File: config.mk
export PLATFORM = sky130hd
export DESIGN_NAME = font_rom_arb
export DESIGN_NICKNAME = d
export VERILOG_FILES = /design/src/rtl/font_rom_arb.sv
export SDC_FILE = /design/constraint.sdc
export NUM_CORES = 1
export LEC_CHECK = 0
export BUFFER_PORTS_ARGS = -buffer_cell sky130_fd_sc_hd__buf_2
export CORE_MARGIN = 2
export CORE_UTILIZATION = 41
export DETAILED_ROUTE_END_ITERATION = 8
export PLACE_DENSITY = 0.81
export SLEW_MARGIN = 5
export SYNTH_ARGS = -nofsm -noshare
export SYNTH_HDL_FRONTEND = slang
export SYNTH_SLANG_ARGS = --single-unit
File: constraint.sdc
create_clock -name clk -period 1.12 [get_ports clk]
set_input_delay 0.112 -clock clk [delete_from_list [all_inputs] [get_ports clk]]
set_output_delay 0.112 -clock clk [all_outputs]
set_load 0.02 [all_outputs]
File: src/rtl/font_rom_arb.sv
// -----------------------------------------------------------------------------
// font_rom_arb
//
// Round-robin arbiter that lets two text overlay stages share one synchronous
// font ROM read port. The winning address is registered onto rom_addr. A small
// tag pipeline follows each read through the ROM. The returned character line
// is then steered back to the requester that issued it.
//
// Ports
//   clk       pixel clock (40 MHz)
//   rst       asynchronous reset, active low
//   req0/1    read request; held high with addr stable until the matching gnt
//   addr0/1   ROM address {char_code[6:0], char_line[3:0]}
//   gnt0/1    one-cycle pulse: the requester's address has been captured
//   valid0/1  one-cycle pulse: data0/1 holds the line for a granted read
//   data0/1   returned line data; holds its value between valid pulses
//   rom_addr  registered address to the font ROM
//   rom_data  font ROM read data, ROM_LAT cycles after rom_addr changes
//
// Parameters
//   ADDR_W   ROM address width
//   DATA_W   ROM data width
//   ROM_LAT  ROM read latency in clk cycles (1..4)
// -----------------------------------------------------------------------------
module font_rom_arb #(
  parameter int ADDR_W  = 11,
  parameter int DATA_W  = 8,
  parameter int ROM_LAT = 1
) (
  input  logic              clk,
  input  logic              rst,
  input  logic              req0,
  input  logic [ADDR_W-1:0] addr0,
  output logic              gnt0,
  output logic              valid0,
  output logic [DATA_W-1:0] data0,
  input  logic              req1,
  input  logic [ADDR_W-1:0] addr1,
  output logic              gnt1,
  output logic              valid1,
  output logic [DATA_W-1:0] data1,
  output logic [ADDR_W-1:0] rom_addr,
  input  logic [DATA_W-1:0] rom_data
);

  // A requester is masked in the cycle its grant is showing. A request held
  // across that cycle is not counted twice, so a lone requester gets at most
  // one grant every two cycles.
  logic elig0;
  logic elig1;
  logic contested;
  logic win0;
  logic win1;

  // 0: requester 0 preferred on the next contested edge, 1: requester 1.
  logic pref1;

  assign elig0     = req0 & ~gnt0;
  assign elig1     = req1 & ~gnt1;
  assign contested = elig0 & elig1;
  assign win0      = elig0 & (~elig1 | ~pref1);
  assign win1      = elig1 & (~elig0 |  pref1);

  // ---------------------------------------------------------------------------
  // Arbitration and ROM address register
  // ---------------------------------------------------------------------------
  always_ff @(posedge clk or negedge rst) begin
    if (!rst) begin
      gnt0     <= 1'b0;
      gnt1     <= 1'b0;
      pref1    <= 1'b0;
      rom_addr <= '0;
    end else begin
      // NOTE: sequential state uses non-blocking assignments. Every flop then
      // samples pre-edge values, whatever order the simulator runs the blocks.
      gnt0 <= win0;
      gnt1 <= win1;
      if (win0) begin
        rom_addr <= addr0;
      end else if (win1) begin
        rom_addr <= addr1;
      end
      // Preference only moves when both requesters actually competed.
      if (contested) begin
        pref1 <= ~pref1;
      end
    end
  end

  // ---------------------------------------------------------------------------
  // Tag pipeline: stage 0 is loaded at the grant edge. Stage ROM_LAT lines up
  // with the cycle in which rom_data carries the line for that grant.
  // ---------------------------------------------------------------------------
  logic [ROM_LAT:0] tag_vld;
  logic [ROM_LAT:0] tag_id;
  logic             ret0;
  logic             ret1;

  always_ff @(posedge clk or negedge rst) begin
    if (!rst) begin
      // NOTE: the tag pipeline is cleared on reset on purpose. A read issued
      // before reset must never surface as a valid pulse after release.
      tag_vld <= '0;
      tag_id  <= '0;
    end else begin
      tag_vld <= {tag_vld[ROM_LAT-1:0], win0 | win1};
      tag_id  <= {tag_id[ROM_LAT-1:0], win1};
    end
  end

  assign ret0 = tag_vld[ROM_LAT] & ~tag_id[ROM_LAT];
  assign ret1 = tag_vld[ROM_LAT] &  tag_id[ROM_LAT];

  // ---------------------------------------------------------------------------
  // Return steering: each data register changes only on its own returns.
  // ---------------------------------------------------------------------------
  always_ff @(posedge clk or negedge rst) begin
    if (!rst) begin
      valid0 <= 1'b0;
      valid1 <= 1'b0;
      data0  <= '0;
      data1  <= '0;
    end else begin
      valid0 <= ret0;
      valid1 <= ret1;
      if (ret0) begin
        data0 <= rom_data;
      end
      if (ret1) begin
        data1 <= rom_data;
      end
    end
  end

endmodule
Word level (Yosys, flattened, before mapping)

Index checks and enable logic that the tools add are counted.

Output and inout port bits: 31
Bits of input ports: 34
Memory bits (writable): 0
Memories kept: 0
Register bits after elaboration: 36
Bits in latches: 0
ROM bits: 0

Equality and inequality tests: 0
Bitwise operators: 16
Add/sub/neg operators: 0
Reduce and logical (&&, ||, !) cells: 1
Shift operators: 0
Muxes and demuxes: 2
Order comparisons: 0
Div/mod/pow operators: 0
Multiply operators: 0

Operators with widths:

| cell               | number |
|---|---|
| $mux W11           | 2 |
| $and A1 B1 Y1      | 7 |
| $not A1 Y1         | 6 |
| $or A1 B1 Y1       | 3 |
| $reduce_bool A2 Y1 | 1 |

Longest topological paths before layout

Depth in word-level cells: 7
Mapped depth: 4
Gate-level depth less buffers: 3

Worst setup path after synthesis

OpenSTA, ideal clock, no wires.

Path type: flip-flop to flip-flop
Start: reg gnt0
End: reg rom_addr[10]
Slack: -158 ps
Data required time: 1009 ps
Cell stages (with the launch flop): 5
Library setup time: 111 ps
Arrival: 1167 ps
Buffers on the path: 1
Clock period less this slack: 1278 ps
Cells stage by stage: dfrtp_1 > nand2b_4 > o21ba_4 > buf_6 > a222oi_1

Longest elaborated chain between the ends: 6
Elaborated cells between the ends (all ways): 8

Ends and longest elaborated chain:

| element                      | RTL line | text |
|---|---|---|
| start, declared              | 34       | `output logic gnt0,` |
| start signal, assigned       | 76       | `gnt0 <= win0;` |
| $not A1 Y1                   | 58       | `assign elig0 = req0 & ~gnt0;` |
| $and A1 B1 Y1                | 58       |  |
| $not A1 Y1                   | 62       | `assign win1 = elig1 & (~elig0 \| pref1);` |
| $or A1 B1 Y1                 | 62       |  |
| $and A1 B1 Y1                | 62       |  |
| via win1                     | 53       | `logic win1;` |
| $reduce_bool A2 Y1 (no line) | --       |  |
| end signal, assigned         | 79       | `rom_addr <= addr0;` |
| end signal, assigned         | 81       | `rom_addr <= addr1;` |
| end, declared                | 42       | `output logic [ADDR_W-1:0] rom_addr,` |

The timed path passes the listed nets, and every way through them passes these cells.
A chain may end at the register's enable or synchronous reset.

Worst setup path after layout

Start: reg gnt0
End: reg rom_addr[5]

Longest elaborated chain between the ends: 6
Elaborated cells between the ends (all ways): 8

Ends and longest elaborated chain:

| element                      | RTL line |
|---|---|
| $not A1 Y1 *                 | 58 |
| $and A1 B1 Y1 *              | 58 |
| $not A1 Y1                   | 62 |
| $or A1 B1 Y1                 | 62 |
| $and A1 B1 Y1                | 62 |
| $reduce_bool A2 Y1 (no line) | -- |

Mark *: on every way between the ends. The rest lies on a longest branch, timed or not.

==> reports/metrics.cfg <==
[outcome]
outcome = complete, but fails checks
violations = negative setup slack

[route]
drtPass1Iterations = 5
routed_wl_um = 3170
drc = 0
drt_iter0_drc = 104
drtAntennaViolNets = 0
via_per_inst = 4.68
wire_per_inst_um = 13.3
vias = 1118

[global_route]
grt_usage = 0.171
use_met1 = 0.178
antenna_found_initial = 0
grt_start_max_net_pins = 20
grt_first_pass_wirelength_um = 5070
grt_pass1_vias = 1123
busiest_layer = met2
grtUsageMet2 = 0.304
use_met3 = 0.0739
gr-total-overflow = 0

[yosys]
postSynthAreaPerCell_um2 = 12.6
yosysTopAreaCellShare = 0.625
synthTopCellsByCount = 36 x inv_1, 35 x dfrtp_1, 16 x mux2_2
synth_edf_count = 0
yosysWarnings = 0
synthFlopType = dfrtp_1
synth_most_common_cell = inv_1
syn_inst = 111
synth_nets = 145
ys_ff_latch = 35
yosysSeqAreaShare = 0.625
netlist_area_mm2 = 0.00140
synthTopCellsByArea = dfrtp_1 63%, mux2_2 13%, inv_1 9.6%, a222oi_1 7.9%, o21ba_4 1.2%
yosysUniqueCellTypes = 16
post-synth-top-area-cell = dfrtp_1
synth-async-reset-ratio = 1.00

[die]
die_h_um = 62.5
die_w_um = 62.5
die_area_mm2 = 0.00390
ios = 65
row_count = 21
fp.coreArea_mm2 = 0.00331
start_util = 0.423

[sta]
holdWs_ns = 0.0262
finalMaxSlewViolations = 0
fin_crit_sh = 1.13
setup_tns_ns = -1.46
grt_setup_unrepaired = yes
tightest_slew_ns = 0.410
fin_crit_ns = 1.27
max_freq_ghz = 0.790
slew_headroom = 0.726
finalSetupViolations = 20
finalHoldViolations = 0
fin_ws_ns = -0.145
fin_skew_ns = 0.00772

[worst_setup_path]
worstSetupStartpointType = register
worstPathMaxFanout = 6
r2r_setup_slack_ns = -0.15
crit_type = register to register
r2r_cells = 3
r2r_start = gnt0$_DFF_PN0_
reg2reg_to = rom_addr[5]$_DFFE_PN0P_
cp_data_arrival_time_ns = 1.48
endpoint_kind = register
cp.required_ns = 1.34

[power]
ir_drop_mv = 0.938
powerDensity_mw_per_mm2 = 2280
p_leak_nw = 1.13

[run]
cap_violations = 0

[clock_network]
clk_pin_slew_ns = 0.10
cts-buffers-inserted = 5
root_buffer = clkbuf_4
clock_sinks = 35
clkLatencyLatePin_ns = 0.33
htree_levels = 2
cts_tree = built
cts_buffer_depth = 2

[layout]
post_route_cells_drive_above_1_share = 0.560
diodes = 0
fin_nets = 226
fill_cells = 285
area_growth_pct = 43.7

[placement]
dp_hpwl_um = 2200
pre_cts_ws_ns = -0.167
gp_congestion = 0.715
io_buffers = 64

[min_path]
hold_path.class = primary input to register
hold_depth = 3
min_from = addr1[3]
hold_end = rom_addr[3]$_DFFE_PN0P_

-- flip-flops by register name, indices dropped and copies added (netlist names) --
register,cells
gnt0,1
data1,8
rom_addr,11
pref1,1
valid0,1
tag_vld,2
valid1,1
tag_id,2
data0,8
-- critical path: stages, from the launching register on --
cell and delay [ns]:
dfrtp_2 0.43, nand2b_4 0.17, o21ba_4 0.23, a222oi_1 0.33
-- through the flow --
step                instance area [um2]  power [mW]   util  instances
finish                             2010        4.60  0.608        239
global route                       2010        4.83  0.608        239
CTS                                2000        4.62  0.605        238
detailed placement                 1830        3.64  0.551        225
global placement                   1830        3.59  0.551        225
floorplan                          1400        2.99      -        111
-- layout by cell type, fill, tap and decap left out, drive strengths merged, types with 2 or more instances in the layout --
cell     n
dfrtp   35
inv     36
buf     76
clkbuf   8
nand2b   2
o21ba    2
a222oi  11
mux2    16
-- how the worst max path moves through the flow --
stage / start / to / slack [ns] / cells after the start
3_5_place_dp: tag_id[0]$_DFF_PN0_ / rom_addr[5]$_DFFE_PN0P_ / -0.17 / 3
4_1_cts: gnt0$_DFF_PN0_ / rom_addr[5]$_DFFE_PN0P_ / -0.14 / 3
6_report: gnt0$_DFF_PN0_ / rom_addr[5]$_DFFE_PN0P_ / -0.15 / 3
5_1_grt: gnt0$_DFF_PN0_ / rom_addr[1]$_DFFE_PN0P_ / -0.18 / 3
3_3_place_gp: gnt0$_DFF_PN0_ / rom_addr[3]$_DFFE_PN0P_ / -0.08 / 4
2_1_floorplan: gnt0$_DFF_PN0_ / rom_addr[10]$_DFFE_PN0P_ / -0.14 / 4
-- layout make-up --
cell class,instances,area (um2),area share
clock buffer,8,68.8,0.0342
tap,46,57.6,0.0286
sequential,35,880,0.437
timing repair buffer,77,460,0.229
inverter,36,135,0.0671
multi-input combinational,37,413,0.205
-- kinds of logic (layout without fill, tap and decap cells) --
| group | count (synthesis) | count (layout) | share of synthesized area |
|---|---|---|---|
| buffers and inverters | 40 | 121 | 0.117 |
| AND/OR/NAND/NOR | 6 | 6 | 0.0286 |
| AO/OA/AOI/OAI | 13 | 14 | 0.0947 |
| flip-flops | 35 | 35 | 0.625 |
| multiplexers | 16 | 16 | 0.129 |
| XOR/XNOR | 1 | 1 | 0.00625 |
-- routing by layer --
metal,vias to the layer above,wire length [um],share of wire
met2,55,1670,0.53
li1,531,-,-
met1,530,1220,0.38
met3,2,257,0.081
met4,0,24,0.0076
met5,-,0,0
-- where the power goes --
part	internal [mW]	switching (mW)	leakage, nW
registers	1.70	0.243	0.402
clock network	0.369	0.400	0.0386
logic	0.873	1.02	0.690
-- timing repair --
| item | CTS | global route |
|---|---|---|
| endpoints found under the setup margin | 20 | 22 |
| pin swaps | 3 | 5 |
| gates cloned | 2 | 0 |
| gates resized for setup | 22 | 1 |
| hold buffers | 1 | 0 |
| hold endpoints to repair | 17 | 0 |
| setup buffers | 2 | 1 |
Note: power is estimated with default switching activity, not from simulation.
